--- config.mk ---
export PLATFORM = sky130hd
export DESIGN_NAME = alu_src_b_stage
export DESIGN_NICKNAME = d
export VERILOG_FILES = /design/src/rtl/alu_src_b_stage.sv
export SDC_FILE = /design/constraint.sdc
export NUM_CORES = 1
export LEC_CHECK = 0
export ABC_AREA = 1
export CELL_PAD_IN_SITES_DETAIL_PLACEMENT = 1
export CELL_PAD_IN_SITES_GLOBAL_PLACEMENT = 1
export CORE_ASPECT_RATIO = 0.6
export CORE_MARGIN = 2
export CORE_UTILIZATION = 29
export DETAILED_ROUTE_END_ITERATION = 8
export GPL_TIMING_DRIVEN = 0
export MAX_ROUTING_LAYER = met4
export PLACE_DENSITY = 0.9
export SYNTH_ARGS = -nofsm -noshare
export SYNTH_HDL_FRONTEND = slang
export SYNTH_SLANG_ARGS = --single-unit
export TNS_END_PERCENT = 50
--- constraint.sdc ---
create_clock -name clk -period 2.8 [get_ports clk]
set_input_delay 0.28 -clock clk [delete_from_list [all_inputs] [get_ports clk]]
set_output_delay 0.28 -clock clk [all_outputs]
set_load 0.01 [all_outputs]
--- src/rtl/alu_src_b_stage.sv ---
// ALU operand-B selector with optional EX/MEM and MEM/WB forwarding, registered behind a 2-entry skid buffer.
// Define ALU_SRC_B_FWD_EN to enable the forwarding mux on the register path.
module alu_src_b_stage #(
    parameter int XLEN    = 32,
    parameter int IMM_W   = 12,
    parameter int SHAMT_W = 5,
    parameter int STEP    = 4
) (
    input  logic               clk,
    input  logic               rst,
    input  logic               flush,
    input  logic               in_valid,
    output logic               in_ready,
    input  logic [1:0]         src_sel,
    input  logic               imm_signed,
    input  logic [XLEN-1:0]    reg_b,
    input  logic [IMM_W-1:0]   imm_raw,
    input  logic [SHAMT_W-1:0] shamt_raw,
    input  logic [1:0]         fwd_sel,
    input  logic [XLEN-1:0]    fwd_exmem,
    input  logic [XLEN-1:0]    fwd_memwb,
    output logic               out_valid,
    input  logic               out_ready,
    output logic [XLEN-1:0]    alu_in2,
    output logic [1:0]         out_sel,
    output logic [1:0]         occupancy
);

    // Handshake: a beat transfers on a clock edge where valid and ready are both high.
    // in_ready depends only on the state register, never on out_ready.
    typedef enum logic [1:0] {
        EMPTY = 2'd0,
        ONE   = 2'd1,
        FULL  = 2'd2
    } state_t;

    localparam logic [XLEN-1:0] STEP_VAL = XLEN'(STEP);

    state_t            state;
    logic [XLEN-1:0]   main_data;
    logic [XLEN-1:0]   skid_data;
    logic [1:0]        main_sel;
    logic [1:0]        skid_sel;
    logic [XLEN-1:0]   imm_ext;
    logic [XLEN-1:0]   shamt_ext;
    logic [XLEN-1:0]   reg_path;
    logic [XLEN-1:0]   operand;
    logic              accept;
    logic              pop;

    assign imm_ext   = imm_signed ? XLEN'($signed(imm_raw)) : XLEN'(imm_raw);
    assign shamt_ext = XLEN'(shamt_raw);

`ifdef ALU_SRC_B_FWD_EN
    always_comb begin
        reg_path = reg_b;
        case (fwd_sel)
            2'b01:   reg_path = fwd_exmem;
            2'b10:   reg_path = fwd_memwb;
            default: reg_path = reg_b;
        endcase
    end
`else
    logic unused_fwd;
    assign unused_fwd = ^{fwd_sel, fwd_exmem, fwd_memwb};
    assign reg_path   = reg_b;
`endif

    always_comb begin
        operand = reg_path;
        case (src_sel)
            2'b00:   operand = reg_path;
            2'b01:   operand = imm_ext;
            2'b10:   operand = shamt_ext;
            default: operand = STEP_VAL;
        endcase
    end

    assign in_ready  = (state != FULL);
    assign out_valid = (state != EMPTY);
    assign accept    = in_valid & in_ready;
    assign pop       = out_valid & out_ready;
    assign alu_in2   = main_data;
    assign out_sel   = main_sel;
    assign occupancy = (state == FULL) ? 2'd2 : (state == ONE) ? 2'd1 : 2'd0;

    always_ff @(posedge clk or posedge rst) begin
        if (rst) begin
            state     <= EMPTY;
            main_data <= '0;
            main_sel  <= 2'b00;
            skid_data <= '0;
            skid_sel  <= 2'b00;
        end else if (flush) begin
            state <= EMPTY;
        end else begin
            case (state)
                EMPTY: begin
                    if (accept) begin
                        main_data <= operand;
                        main_sel  <= src_sel;
                        state     <= ONE;
                    end
                end
                ONE: begin
                    if (accept && pop) begin
                        main_data <= operand;
                        main_sel  <= src_sel;
                    end else if (accept) begin
                        skid_data <= operand;
                        skid_sel  <= src_sel;
                        state     <= FULL;
                    end else if (pop) begin
                        state <= EMPTY;
                    end
                end
                FULL: begin
                    // Older entry leaves from main; the skid entry takes its place.
                    if (pop) begin
                        main_data <= skid_data;
                        main_sel  <= skid_sel;
                        state     <= ONE;
                    end
                end
                default: state <= EMPTY;
            endcase
        end
    end

endmodule

[Yosys cells after proc, flatten, opt, wreduce, memory -nomap -nowiden]
Index checks and enable logic that the tools add are counted.
Word-level totals
  bits in writable memories: 0
  memory bits (read-only): 0
  memories: 0
  bits in latches: 0
  input bits: 123
  bits in registers: 70
Cells by class
  equal/unequal tests: 12
  magnitude comparators: 0
  multipliers: 0
  bitwise logic cells: 4
  shift operators: 0
  reduce and logical (&&, ||, !) cells: 8
  div/mod/pow operators: 0
  muxes and demuxes: 19
  add/sub/neg operators: 0
Operators with widths (number)
  case mux 32 bit (3 select lines): 2
  two-way mux 32 bit: 4
  two-way mux 2 bit: 10
  case mux 2 bit (3 select lines): 2
  inequality test 3 bit (second input constant): 3
  AND reduction 4 bit: 2
  inequality test 2 bit (second input constant): 3
  AND reduction 5 bit: 1
  equality test 2 x 1 -> 1 bit (second input constant): 2
  equality test 2 bit (second input constant): 2
  logical NOT 2 bit: 2
  inequality test 4 bit (second input constant): 1
  nonzero test 3 bit: 1
  bitwise AND 1 bit: 2
  inequality test 2 x 1 -> 1 bit (second input constant): 1
  NOT 1 bit: 2
  nonzero test 2 bit: 1
  logical AND 1 bit: 1
  two-way mux 1 bit: 1

[Logic depth before layout (Yosys ltp)]
  depth in word-level cells: 7
  depth in mapped cells: 10
  depth with buffers taken out: 8

[Worst setup path after synthesis]
OpenSTA, ideal clock, no wires.
  path type: register to register
  start: register state[1]
  end: register skid_data[2]
  path slack: 1.492 ns
  data required time: 2.683 ns
  library setup time: 0.117 ns
  stages on the path, launching flop included: 10
  arrival time: 1.191 ns
  cell sequence: dfrtp_1 buf_4 inv_2 nand2_1 inv_2 nand4_2 buf_4 buf_6 nand2_1 nand2_1
Between the ends
  word-level cells in the longest chain between the ends: 5
RTL lines
  start, declared: RTL line 39  | state_t state;
  start signal, assigned: RTL line 89  | state <= EMPTY;
  start signal, assigned: RTL line 95  | state <= EMPTY;
  start signal, assigned: RTL line 102  | state <= ONE;
  inequality test 2 bit or nonzero test 2 bit (tied branches): RTL line 79, 80
  bitwise AND 1 bit (on tied branches): RTL line 81, 82
  logical AND 1 bit: RTL line 106  | if (accept && pop) begin
  NOT 1 bit (no source line)
  AND reduction 4 bit (no source line) *
  end signal, assigned: RTL line 110  | skid_data <= operand;
  end, declared: RTL line 41  | logic [XLEN-1:0] skid_data;
Mark *: on every way between the ends. The rest lies on a longest branch, timed or not.
A chain may end at the register's enable or synchronous reset.

[Final worst setup path]
  start: register state[0]
  end: output occupancy[1]
Between the ends
  word-level cells in the longest chain between the ends: 2
RTL lines
  equality test 2 bit: RTL line 85  | assign occupancy = (state == FULL) ? 2'd2 : (state == ONE) ? 2'd1 : 2'd0;
  two-way mux 2 bit: RTL line 85
  end, declared: RTL line 26  | output logic [1:0] occupancy
No other way between the ends.

==> results.yml <==
critical_path:
  crit_required_ns: 2.52
  crit_type: "flip-flop to primary output"
  worstPathMaxFanout: 10
  cp_data_arrival_time_ns: 2.08
  crit_path_start_kind: "flip-flop"
  rr_worst_depth: 9
  crit_path_end_kind: "primary output"
hold_path:
  hold_path.class: "input pin to flip-flop"
  hold_depth: 3
global_routing:
  grt_max_degree: 71
  gr-total-overflow: 0
  grt_usage_pct: 19.43
  grt_pass1_wl_microns: 20190
  grt_pass1_vias: 4006
  antenna_found_initial: 0
clocking:
  post_cts_buffers: 0
  cts_resized: 0
  clk_path_buf_depth: 2
  cts_tree: "built"
  cts_hold_buf: 0
  cts_made_buffers: 9
  clk_pin_slew_ns: 0.06
  ctsRootBufferMaster: "clkbuf_16"
  clkLatencyLatePin_ns: 0.34
  clkSinkCount: 70
  cts_htree_levels: 3
layout:
  layout_commonest_cell: "nand2_1"
  final_nets: 748
  num_antenna_cells: 0
  fillers: 1524
  area_growth_pct: 39.44
  final_cell_area_sq_mm: 0.005136
  drive_above_1_share_pct: 10.00
  most-common-layout-cells: "nand2_1 (375), clkdlybuf4s50_1 (92), dfrtp_1 (70), nand3_1 (16), buf_2 (13)"
detailed_routing:
  vias: 3669
  routed_wirelength_microns: 12270
  drt_pass1_iterations: 4
  ant_nets: 0
  wl_met1_microns: 5700
  wire_per_inst_microns: 15.44
  via_per_inst: 4.615
  routed-wl-met2_microns: 5765
  drc: 0
  drtIter0Drc: 132
  top_layer_used: "met4"
  met3_length_microns: 700
yosys:
  postSynthAreaPerCell_sq_um: 7.057
  synth_seq_cells: 70
  ys_seq_area_share_pct: 47.55
  yosysUniqueCellTypes: 24
  netlist_area_sq_mm: 0.003684
  synthCells: 522
  synth_fp_nets: 645
  yosys_warnings: 0
power_and_ir_drop:
  leakage_nw: 2.785
  power_per_cell_area_mw_per_mm2: 694.0
  ir_drop_mv: 0.3271
timing:
  setup_violations: 0
  max_freq_ghz: 0.4240
  worst_slew_pin_slew_ns: 0.8949
  relSlewSlack_pct: 40.34
  maxSlewViolCount: 0
  tns_ns: 0
  holdWs_ns: 0.3691
  min_period_ns: 2.359
  rsz0062_at_grt: "no"
  post-route-period-util_pct: 84.24
  hold_viol: 0
  skew_ns: 0.007929
floorplanning:
  io_pins: 161
  start_util_pct: 30.15
  dieArea_sq_mm: 0.01365
  die_w_microns: 149.5
  core.rowCount: 31
  coreArea_sq_mm: 0.01222
  dieHeight_microns: 91.30
place:
  routabilityCongestion: 0.8233
  placed_area_sq_mm: 0.004813
  port_buffers: 92
  dpl.hpwl_microns: 9098
outcome:
  status: "complete, no violations"
run:
  drv_cap: 0
## report_power, final
group | internal [mW] | total [mW] | switching (mW) | leakage (nW)
clock | 0.783 | 1.25 | 0.471 | 0.152
combinational | 0.447 | 0.913 | 0.466 | 1.71
sequential | 1.25 | 1.40 | 0.145 | 0.923
total | 2.48 | 3.56 | 1.08 | 2.78
## final timing paths
| check | slack [ns] | end | from |
|---|---|---|---|
| worst max register to register | 1.26 | skid_data[11]$_DFFE_PP0P_ | state[1]$_DFFE_PP0P_ |
| max in group asynchronous | 1.73 | alu_in2[28]$_DFFE_PP0P_ | rst |
| worst min register to register | 0.48 | alu_in2[8]$_DFFE_PP0P_ | alu_in2[8]$_DFFE_PP0P_ |
| worst max-delay path | 0.44 | occupancy[1] | state[0]$_DFFE_PP0P_ |
| worst min-delay path | 0.37 | skid_sel[0]$_DFFE_PP0P_ | src_sel[0] |
| min in group asynchronous | 0.49 | state[0]$_DFFE_PP0P_ | rst |
## per-layer routing
layer	up-vias	global-route usage (%)
li1	1785	-
met4	0	4.603
met3	12	5.025
met1	1800	24.70
met5	-	-
met2	72	31.12
## cells in the mapped netlist
master / n / area, sq um
nand2_1: 375 / 1408
dfrtp_1: 70 / 1752
nand3_1: 16 / 80.08
buf_2: 13 / 65.06
buf_6: 11 / 123.9
inv_2: 6 / 22.52
inv_1: 4 / 15.01
buf_4: 3 / 22.52
nand2_2: 3 / 18.77
o21ai_0: 3 / 15.01
a21oi_1: 2 / 10.01
nor2_1: 2 / 7.510
nor2_4: 2 / 22.52
o21ai_1: 2 / 10.01
a211oi_2: 1 / 12.51
clkinv_1: 1 / 3.750
inv_4: 1 / 6.260
nand2_4: 1 / 11.26
nand3_2: 1 / 10.01
nand4_2: 1 / 12.51
nand4_4: 1 / 21.27
nor2_2: 1 / 6.260
nor2_8: 1 / 20.02
o31ai_1: 1 / 7.510
## critical path: stages (launching register included)
cell             delay [ns]
dfrtp_1                0.45
inv_2                  0.14
nand2_4                0.10
inv_2                  0.17
buf_2                  0.28
clkdlybuf4s50_1        0.58
## state kept, by name (all words and copies together) (netlist names)
register and flops:
state 2, skid_data 32, alu_in2 32, skid_sel 2, out_sel 2
## stage by stage
step / power [mW] / util [%] / instances / setup slack [ns]
floorplan: 1.839 / - / 522 / 0.7518
global placement: 2.270 / 39.38 / 779 / -0.4900
detailed placement: 2.330 / 39.40 / 779 / 0.8192
CTS: 3.597 / 42.04 / 795 / 0.4268
global route: 3.750 / 42.04 / 795 / 0.3401
finish: 3.564 / 42.04 / 795 / 0.4413
## cell type report
| class | instances | area, sq um | share of cell area, % |
|---|---|---|---|
| multi-input combinational | 413 | 1673 | 32.57 |
| sequential | 70 | 1752 | 34.10 |
| tap | 165 | 206.4 | 4.019 |
| clock buffer | 9 | 225.2 | 4.385 |
| timing repair buffer | 92 | 920.9 | 17.93 |
| inverter | 12 | 50.05 | 0.9744 |
| buffer | 27 | 211.5 | 4.117 |
| clock inverter | 7 | 97.59 | 1.900 |
## logic make-up after synthesis
group	Yosys count	share of synthesized area [%]
and+or+nand+nor	404	43.92
DFF	70	47.55
buffers and inverters	39	7.031
AOI/OAI and AO/OA	9	1.494
Power figures use the tool's default switching activity.
